### src/rtl/dsp_pack.sv
// dsp_pack: packs 4-word DSP bursts (ch1, ch2, ch3, marker) into 6-word
// timestamped 32-bit frames and queues them in a first-word-fall-through
// word FIFO. The FIFO feeds a valid/ready stream toward the host interface.
// Optional feature macro: DSP_PACK_STAT_EN.
// - When defined, the stat_drop and stat_trunc counters are built.
// - When undefined, both outputs are tied to zero.
//
// Writer FSM
//   state  | meaning
//   W_IDLE | no frame being written
//   W_HDR  | pushing W0 {SYNC, seq, flags, 8'h06}
//   W_UTC  | pushing W1 utc
//   W_NS   | pushing W2 ns
//   W_CH1  | pushing W3 {8'h01, ch1}
//   W_CH2  | pushing W4 {8'h02, ch2}
//   W_CH3  | pushing W5 {8'h03, ch3}; a new frame may be accepted here
module dsp_pack #(
    parameter int          FIFO_AW = 6,
    parameter logic [23:0] MARKER  = 24'h004444,
    parameter logic [7:0]  SYNC    = 8'hA5
) (
    input  logic               clk_sys,
    input  logic               rst,
    input  logic [23:0]        dp_data,
    input  logic               dp_vld,
    input  logic [31:0]        dp_utc,
    input  logic [31:0]        dp_ns,
    output logic [31:0]        pk_data,
    output logic               pk_vld,
    input  logic               pk_rdy,
    output logic               pk_sof,
    output logic               pk_eof,
    output logic [FIFO_AW:0]   fifo_level,
    output logic [15:0]        stat_drop,
    output logic [15:0]        stat_trunc
);

    localparam int DEPTH = 1 << FIFO_AW;
    localparam logic [FIFO_AW+1:0] DEPTH_W = (FIFO_AW+2)'(1) << FIFO_AW;
    localparam logic [FIFO_AW+1:0] FRAME_W = (FIFO_AW+2)'(6);

    typedef enum logic [2:0] {
        W_IDLE, W_HDR, W_UTC, W_NS, W_CH1, W_CH2, W_CH3
    } wst_t;

    logic [1:0]  r_idx;
    logic [31:0] r_cap_utc, r_cap_ns;
    logic [23:0] r_cap_ch1, r_cap_ch2, r_cap_ch3;
    logic [7:0]  r_seq;

    wst_t        r_wst;
    logic [7:0]  r_frm_seq;
    logic        r_frm_mis;
    logic [31:0] r_frm_utc, r_frm_ns;
    logic [23:0] r_frm_ch1, r_frm_ch2, r_frm_ch3;

    logic [33:0]      r_mem [DEPTH];
    logic [FIFO_AW:0] r_wr_ptr, r_rd_ptr;

    logic             w_commit, w_accept, w_writer_free, w_space_ok;
    logic             w_push, w_pop, w_empty, w_full;
    logic [FIFO_AW:0] w_level;
    logic [FIFO_AW+1:0] w_free;
    logic [33:0]      w_wr_word, w_rd_word;

    assign w_commit      = dp_vld && (r_idx == 2'd3);
    // The last writer cycle hands over directly to the next frame, so a
    // legal 6-cycle burst period never collides with the writer.
    assign w_writer_free = (r_wst == W_IDLE) || (r_wst == W_CH3);
    assign w_empty  = (r_wr_ptr == r_rd_ptr);
    assign w_full   = (r_wr_ptr[FIFO_AW] != r_rd_ptr[FIFO_AW]) &&
                      (r_wr_ptr[FIFO_AW-1:0] == r_rd_ptr[FIFO_AW-1:0]);
    assign w_level  = r_wr_ptr - r_rd_ptr;
    assign w_push   = (r_wst != W_IDLE) && !w_full;
    assign w_pop    = !w_empty && pk_rdy;
    // The word the writer pushes this cycle also consumes space. Counting it
    // guarantees that an accepted frame always fits completely.
    assign w_free     = DEPTH_W - {1'b0, w_level} - {{(FIFO_AW+1){1'b0}}, w_push};
    assign w_space_ok = (w_free >= FRAME_W);
    assign w_accept   = w_commit && w_writer_free && w_space_ok;

    // Burst capture: index consecutive valid words and latch their fields.
    always_ff @(posedge clk_sys) begin
        if (rst) begin
            r_idx     <= '0;
            r_cap_utc <= '0;
            r_cap_ns  <= '0;
            r_cap_ch1 <= '0;
            r_cap_ch2 <= '0;
            r_cap_ch3 <= '0;
        end else if (dp_vld) begin
            case (r_idx)
                2'd0: begin
                    r_cap_utc <= dp_utc;
                    r_cap_ns  <= dp_ns;
                    r_cap_ch1 <= dp_data;
                end
                2'd1:    r_cap_ch2 <= dp_data;
                2'd2:    r_cap_ch3 <= dp_data;
                default: ;
            endcase
            r_idx <= r_idx + 2'd1;
        end else begin
            r_idx <= '0;
        end
    end

    // Sequence number advances on every commit, accepted or dropped.
    always_ff @(posedge clk_sys) begin
        if (rst)           r_seq <= '0;
        else if (w_commit) r_seq <= r_seq + 8'd1;
    end

    // Writer FSM: load the frame registers on accept, then push six words.
    always_ff @(posedge clk_sys) begin
        if (rst) begin
            r_wst     <= W_IDLE;
            r_frm_seq <= '0;
            r_frm_mis <= 1'b0;
            r_frm_utc <= '0;
            r_frm_ns  <= '0;
            r_frm_ch1 <= '0;
            r_frm_ch2 <= '0;
            r_frm_ch3 <= '0;
        end else if (w_accept) begin
            r_wst     <= W_HDR;
            r_frm_seq <= r_seq;
            r_frm_mis <= (dp_data != MARKER);
            r_frm_utc <= r_cap_utc;
            r_frm_ns  <= r_cap_ns;
            r_frm_ch1 <= r_cap_ch1;
            r_frm_ch2 <= r_cap_ch2;
            r_frm_ch3 <= r_cap_ch3;
        end else begin
            case (r_wst)
                W_HDR:   r_wst <= W_UTC;
                W_UTC:   r_wst <= W_NS;
                W_NS:    r_wst <= W_CH1;
                W_CH1:   r_wst <= W_CH2;
                W_CH2:   r_wst <= W_CH3;
                default: r_wst <= W_IDLE;
            endcase
        end
    end

    // Select the FIFO entry {sof, eof, data} for the current writer state.
    always_comb begin
        w_wr_word = '0;
        case (r_wst)
            W_HDR:   w_wr_word = {2'b10, SYNC, r_frm_seq, 7'd0, r_frm_mis, 8'h06};
            W_UTC:   w_wr_word = {2'b00, r_frm_utc};
            W_NS:    w_wr_word = {2'b00, r_frm_ns};
            W_CH1:   w_wr_word = {2'b00, 8'h01, r_frm_ch1};
            W_CH2:   w_wr_word = {2'b00, 8'h02, r_frm_ch2};
            W_CH3:   w_wr_word = {2'b01, 8'h03, r_frm_ch3};
            default: w_wr_word = '0;
        endcase
    end

    // FIFO storage: contents need no reset because the pointers define validity.
    always_ff @(posedge clk_sys) begin
        if (w_push) r_mem[r_wr_ptr[FIFO_AW-1:0]] <= w_wr_word;
    end

    // FIFO pointers; the extra MSB distinguishes full from empty.
    always_ff @(posedge clk_sys) begin
        if (rst) begin
            r_wr_ptr <= '0;
            r_rd_ptr <= '0;
        end else begin
            if (w_push) r_wr_ptr <= r_wr_ptr + 1'b1;
            if (w_pop)  r_rd_ptr <= r_rd_ptr + 1'b1;
        end
    end

    assign w_rd_word  = r_mem[r_rd_ptr[FIFO_AW-1:0]];
    assign pk_vld     = !w_empty;
    assign pk_data    = pk_vld ? w_rd_word[31:0] : '0;
    assign pk_sof     = pk_vld & w_rd_word[33];
    assign pk_eof     = pk_vld & w_rd_word[32];
    assign fifo_level = w_level;

`ifdef DSP_PACK_STAT_EN
    logic        w_drop, w_trunc;
    logic [15:0] r_stat_drop, r_stat_trunc;

    assign w_drop  = w_commit && !w_accept;
    assign w_trunc = !dp_vld && (r_idx != 2'd0);

    // Saturating drop/truncation counters.
    always_ff @(posedge clk_sys) begin
        if (rst) begin
            r_stat_drop  <= '0;
            r_stat_trunc <= '0;
        end else begin
            if (w_drop && (r_stat_drop != 16'hFFFF))
                r_stat_drop <= r_stat_drop + 16'd1;
            if (w_trunc && (r_stat_trunc != 16'hFFFF))
                r_stat_trunc <= r_stat_trunc + 16'd1;
        end
    end

    assign stat_drop  = r_stat_drop;
    assign stat_trunc = r_stat_trunc;
`else
    assign stat_drop  = 16'h0;
    assign stat_trunc = 16'h0;
`endif

endmodule

### config.mk
export PLATFORM = sky130hd
export DESIGN_NAME = dsp_pack
export DESIGN_NICKNAME = d
export VERILOG_FILES = /design/src/rtl/dsp_pack.sv
export SDC_FILE = /design/constraint.sdc
export NUM_CORES = 2
export LEC_CHECK = 0
export ABC_AREA = 1
export CELL_PAD_IN_SITES_DETAIL_PLACEMENT = 1
export CELL_PAD_IN_SITES_GLOBAL_PLACEMENT = 1
export CORE_MARGIN = 2
export CORE_UTILIZATION = 35
export DETAILED_ROUTE_END_ITERATION = 7
export GPL_ROUTABILITY_DRIVEN = 0
export MAX_ROUTING_LAYER = met4
export PLACE_DENSITY = 0.62
export SLEW_MARGIN = 20
export SYNTH_ARGS = -nofsm -noshare
export SYNTH_HDL_FRONTEND = slang
export SYNTH_SLANG_ARGS = --single-unit
### constraint.sdc
create_clock -name clk_sys -period 12.65 [get_ports clk_sys]
set_input_delay 2.53 -clock clk_sys [delete_from_list [all_inputs] [get_ports clk_sys]]
set_output_delay 2.53 -clock clk_sys [all_outputs]
set_load 0.05 [all_outputs]
==> summary by stage <==
Floorplanning
The die covers 290000 um^2. For this configuration, the core starts out at a cell density of 0.351. After floorplanning, the core was sized to cover between 200000 and 300000 um^2. The row count is 196. The count of boundary I/O pins is 166. The die is 538 um wide. The die outline height is 538 um.

Worst setup path
The register-to-register setup slack is 6180 ps. The critical register-to-register path endpoint is r_frm_utc[29]$_SDFFE_PP0P_. Along the worst path, the maximum fanout reaches 187. The critical path is of the reg2out type.

The worst setup path is launched from a register. The type of destination of the critical path is an output pin. The cell depth of the worst flop-to-flop path is 20. Data arrives at the worst endpoint at approximately 6700 ps. The source of the worst register-to-register timing path is r_wr_ptr[0]$_SDFFE_PP0P_. STA puts the critical path data required time at slightly above 10000 ps.

Timing
The worst clock skew is just over 70 ps. Setup violations remaining at the end of the flow were counted as 0. Setup repair after global routing left no endpoint under its margin. At the pin with the least slew margin, the transition time is approximately 1300 ps. The final number of hold-violating endpoints is 0.

The setup total negative slack is 0 ps. In this run the tightest slew margin relative to its limit is 0.164. The smallest clock period supported by the final layout is computed as 9190 ps. The maximum clock frequency is approximately 0.11 GHz. The final max-slew violation count is 0.

The final critical-path share of the clock period is 0.727.

Clock tree
The clock-pin slew on the worst setup and hold paths is 60 ps. The number of clock buffers added by TritonCTS is 279. The count of clock tree sinks is 2490.

Buffers added to address setup during post-CTS repair amount to 0. The later-pin clock latency in the skew report is 920 ps. The count of hold-fix buffers inserted at cts is 0. The maximum buffer depth of the clock tree is 4. The total of cells resized after clock tree synthesis is 0.

The H-tree was split into 5 levels. The CTS tree is done. The clock root buffer is clkbuf_16.

Hold path
The worst hold path was traced through 2 stages. The path with the worst hold slack has its endpoint at r_cap_ch2[4]$_SDFFE_PP0P_. In this run the most critical hold path is launched from r_cap_ch2[4]$_SDFFE_PP0P_.

The path category of the worst min-delay check is reg2reg.

Cells and area
In the final layout, the share of cells above drive strength 1 is 0.0949. Relative to the synthesized area, the layout overhead comes to 13.8%. The area taken by flip-flops and latches is 71600 um^2. The total of fill cells in the finished design is between 20k and 30k. The most common cell after layout, fill and taps aside is edfxtp_1. The final core utilization is 0.400. The library cells used most frequently in the layout, excluding fill and tap cells, are edfxtp_1, nor2_1, o21ai_0. The net count of the finished layout is 8394. In the final layout, the multi-input gates occupy 25000 um^2.

After routing the design area is 114000 um^2.

Detailed routing
The detailed-routing iteration count for the pre-antenna-repair pass is 5. The total number of vias is 68.5k. The detailed-route DRC error count is 0. In this run the remaining antenna-violating nets after routing total 0. After detailed routing, the total wire length is ~330 mm.

The detail-routed net length per standard cell is around 27 um. After the first detailed-routing iteration, the DRC count stood at 6552. Dividing the detail-routed via count by the number of cells gives 5.59.

Global route
The number of global-route vias before repair is 70.4k. Global routing finished with a remaining overflow of 0. Across every metal layer, demand over resource in global routing totals 0.227.

The number of antenna violations at the first check in global routing was 8. The first-pass GRT wire length is around 480 mm. Entering global routing, the biggest net connects 272 pins.

Pwr
Dividing total power by cell area gives a power density of approximately 170 nW/um^2. For this design the static power due to leakage is 35.2 nW. Across the VDD grid, the largest voltage drop is 0.110 mV.

Placed design
Once placement finished, the instance area stood at 105000 um^2. Buffers placed on the I/O ports in this run total 133. The detailed placement HPWL is about 170 mm.

Logic synthesis
In this run the cell area of the synthesized design comes to between 90000 and 100000 um^2. Synthesis inferred 2490 register bits. During synthesis, Yosys emitted a total of 0 warnings.

The synthesized area divided by synthesized cell count is 12.0 um^2. The dominant synthesized flop cell is edfxtp_1. The distinct cell type count of the synthesized netlist is 50.

Counting flops with a built-in enable in the synthesized netlist gives 2176. The post-synthesis async set-or-reset flop share is 0. The fraction of the yosys area taken by sequential cells is 0.717. The cell count after synthesis is 8314.

Flow run
The count of maximum capacitance violations is 0.

Status
The flow ran to the end, and the final reports show no timing, DRC or antenna violations.
registers in the layout, summed over array words and instances, names as in the netlist, 32 cells and up, named ones only:
register,cells
r_frm_ns,32
r_cap_utc,32
r_cap_ns,32
r_mem,2176
r_frm_utc,32
worst max-delay path by stage:
| stage | endpoint | from | depth (start not counted) | slack [ps] |
|---|---|---|---|---|
| finish | pk_data[27] | register | 12 | 3460 |
| global route | pk_data[20] | register | 12 | 3070 |
| CTS | pk_data[7] | register | 12 | 3450 |
| detailed placement | pk_data[7] | register | 12 | 4360 |
| global placement | pk_data[27] | register | 12 | 4490 |
| floorplan | pk_data[0] | r_rd_ptr[4]$_SDFFE_PP0P_ | 10 | 7390 |
cells in the mapped netlist, types with 5 or more instances:
cell type  count  area share
edfxtp_1    2176        0.65
nor2_1      1448       0.054
o21ai_0     1340       0.067
nand2_1      647       0.024
o22ai_1      513       0.032
a21oi_1      332       0.017
clkbuf_1     332       0.012
dfxtp_1      314       0.063
nand3_1      279       0.014
inv_1        200      0.0075
buf_2        151      0.0076
nand3_2      137       0.014
buf_4         93      0.0070
o221ai_1      68      0.0060
buf_1         44      0.0017
o21ai_1       41      0.0021
buf_6         30      0.0034
ha_1          23      0.0029
o211ai_1      18      0.0014
a31oi_1       16      0.0010
nor3_1        16     0.00080
nand4_1       14     0.00088
a221o_1       12      0.0012
a221oi_1      10     0.00088
a22oi_1        7     0.00053
nand2_2        5     0.00031
nor4_1         5     0.00031
area by class of cell:
cell class	instances	share of cell area
diodes	11	0.000242
clock buffers	360	0.0664
clock inverters	129	0.0108
inverters	206	0.00719
multi-input cells	4999	0.220
flip-flops and latches	2490	0.630
well taps	3762	0.0414
repair buffers	302	0.0240
kinds of logic (layout without fill, tap and decap cells):
| logic type | Yosys count | in the layout | share of synthesized area |
|---|---|---|---|
| compound gates | 2377 | 2377 | 0.131 |
| mux | 1 | 1 | 0.000113 |
| flops | 2490 | 2490 | 0.717 |
| simple gates | 2561 | 2561 | 0.110 |
| buf+inv | 856 | 997 | 0.0398 |
| fa+ha+maj | 24 | 24 | 0.00308 |
| xor+xnor | 4 | 4 | 0.000351 |
| other cells | 1 | 43 | 0.0000375 |
power breakdown:
group / switching (mW) / total, mW / internal (mW)
logic: 1.62 / 2.17 / 0.551
clock network: 3.35 / 7.93 / 4.58
registers: 0.0247 / 8.86 / 8.84
metal layers:
| metal | track usage | vias to the layer above | part of all wire |
|---|---|---|---|
| li1 | - | 30165 | - |
| met1 | 0.298 | 35822 | 0.44 |
| met3 | 0.0235 | 514 | 0.049 |
| met2 | 0.373 | 1971 | 0.48 |
| met4 | 0.0627 | 0 | 0.028 |
| met5 | - | - | 0 |
worst max-delay path, cell delays in order (launching register included):
cell	delay [ps]
dfxtp_4	860
buf_12	620
buf_12	650
buf_4	950
o21ai_0	220
o22ai_1	230
nand2_1	80
nand3_1	100
nand3_1	90
o21ai_1	120
nand2_1	120
a21oi_1	510
clkdlybuf4s50_1	910
stage by stage:
stage	worst slack (ps)	hold slack, ps	std cells	total power [mW]
2_1_floorplan	7390	422	8345	10.7
3_3_place_gp	4490	443	11758	11.1
3_5_place_dp	4360	455	11758	11.2
4_1_cts	3450	465	12247	19.1
5_1_grt	3070	491	12253	19.6
6_report	3460	457	12259	19.0
Power figures use the tool's default switching activity.
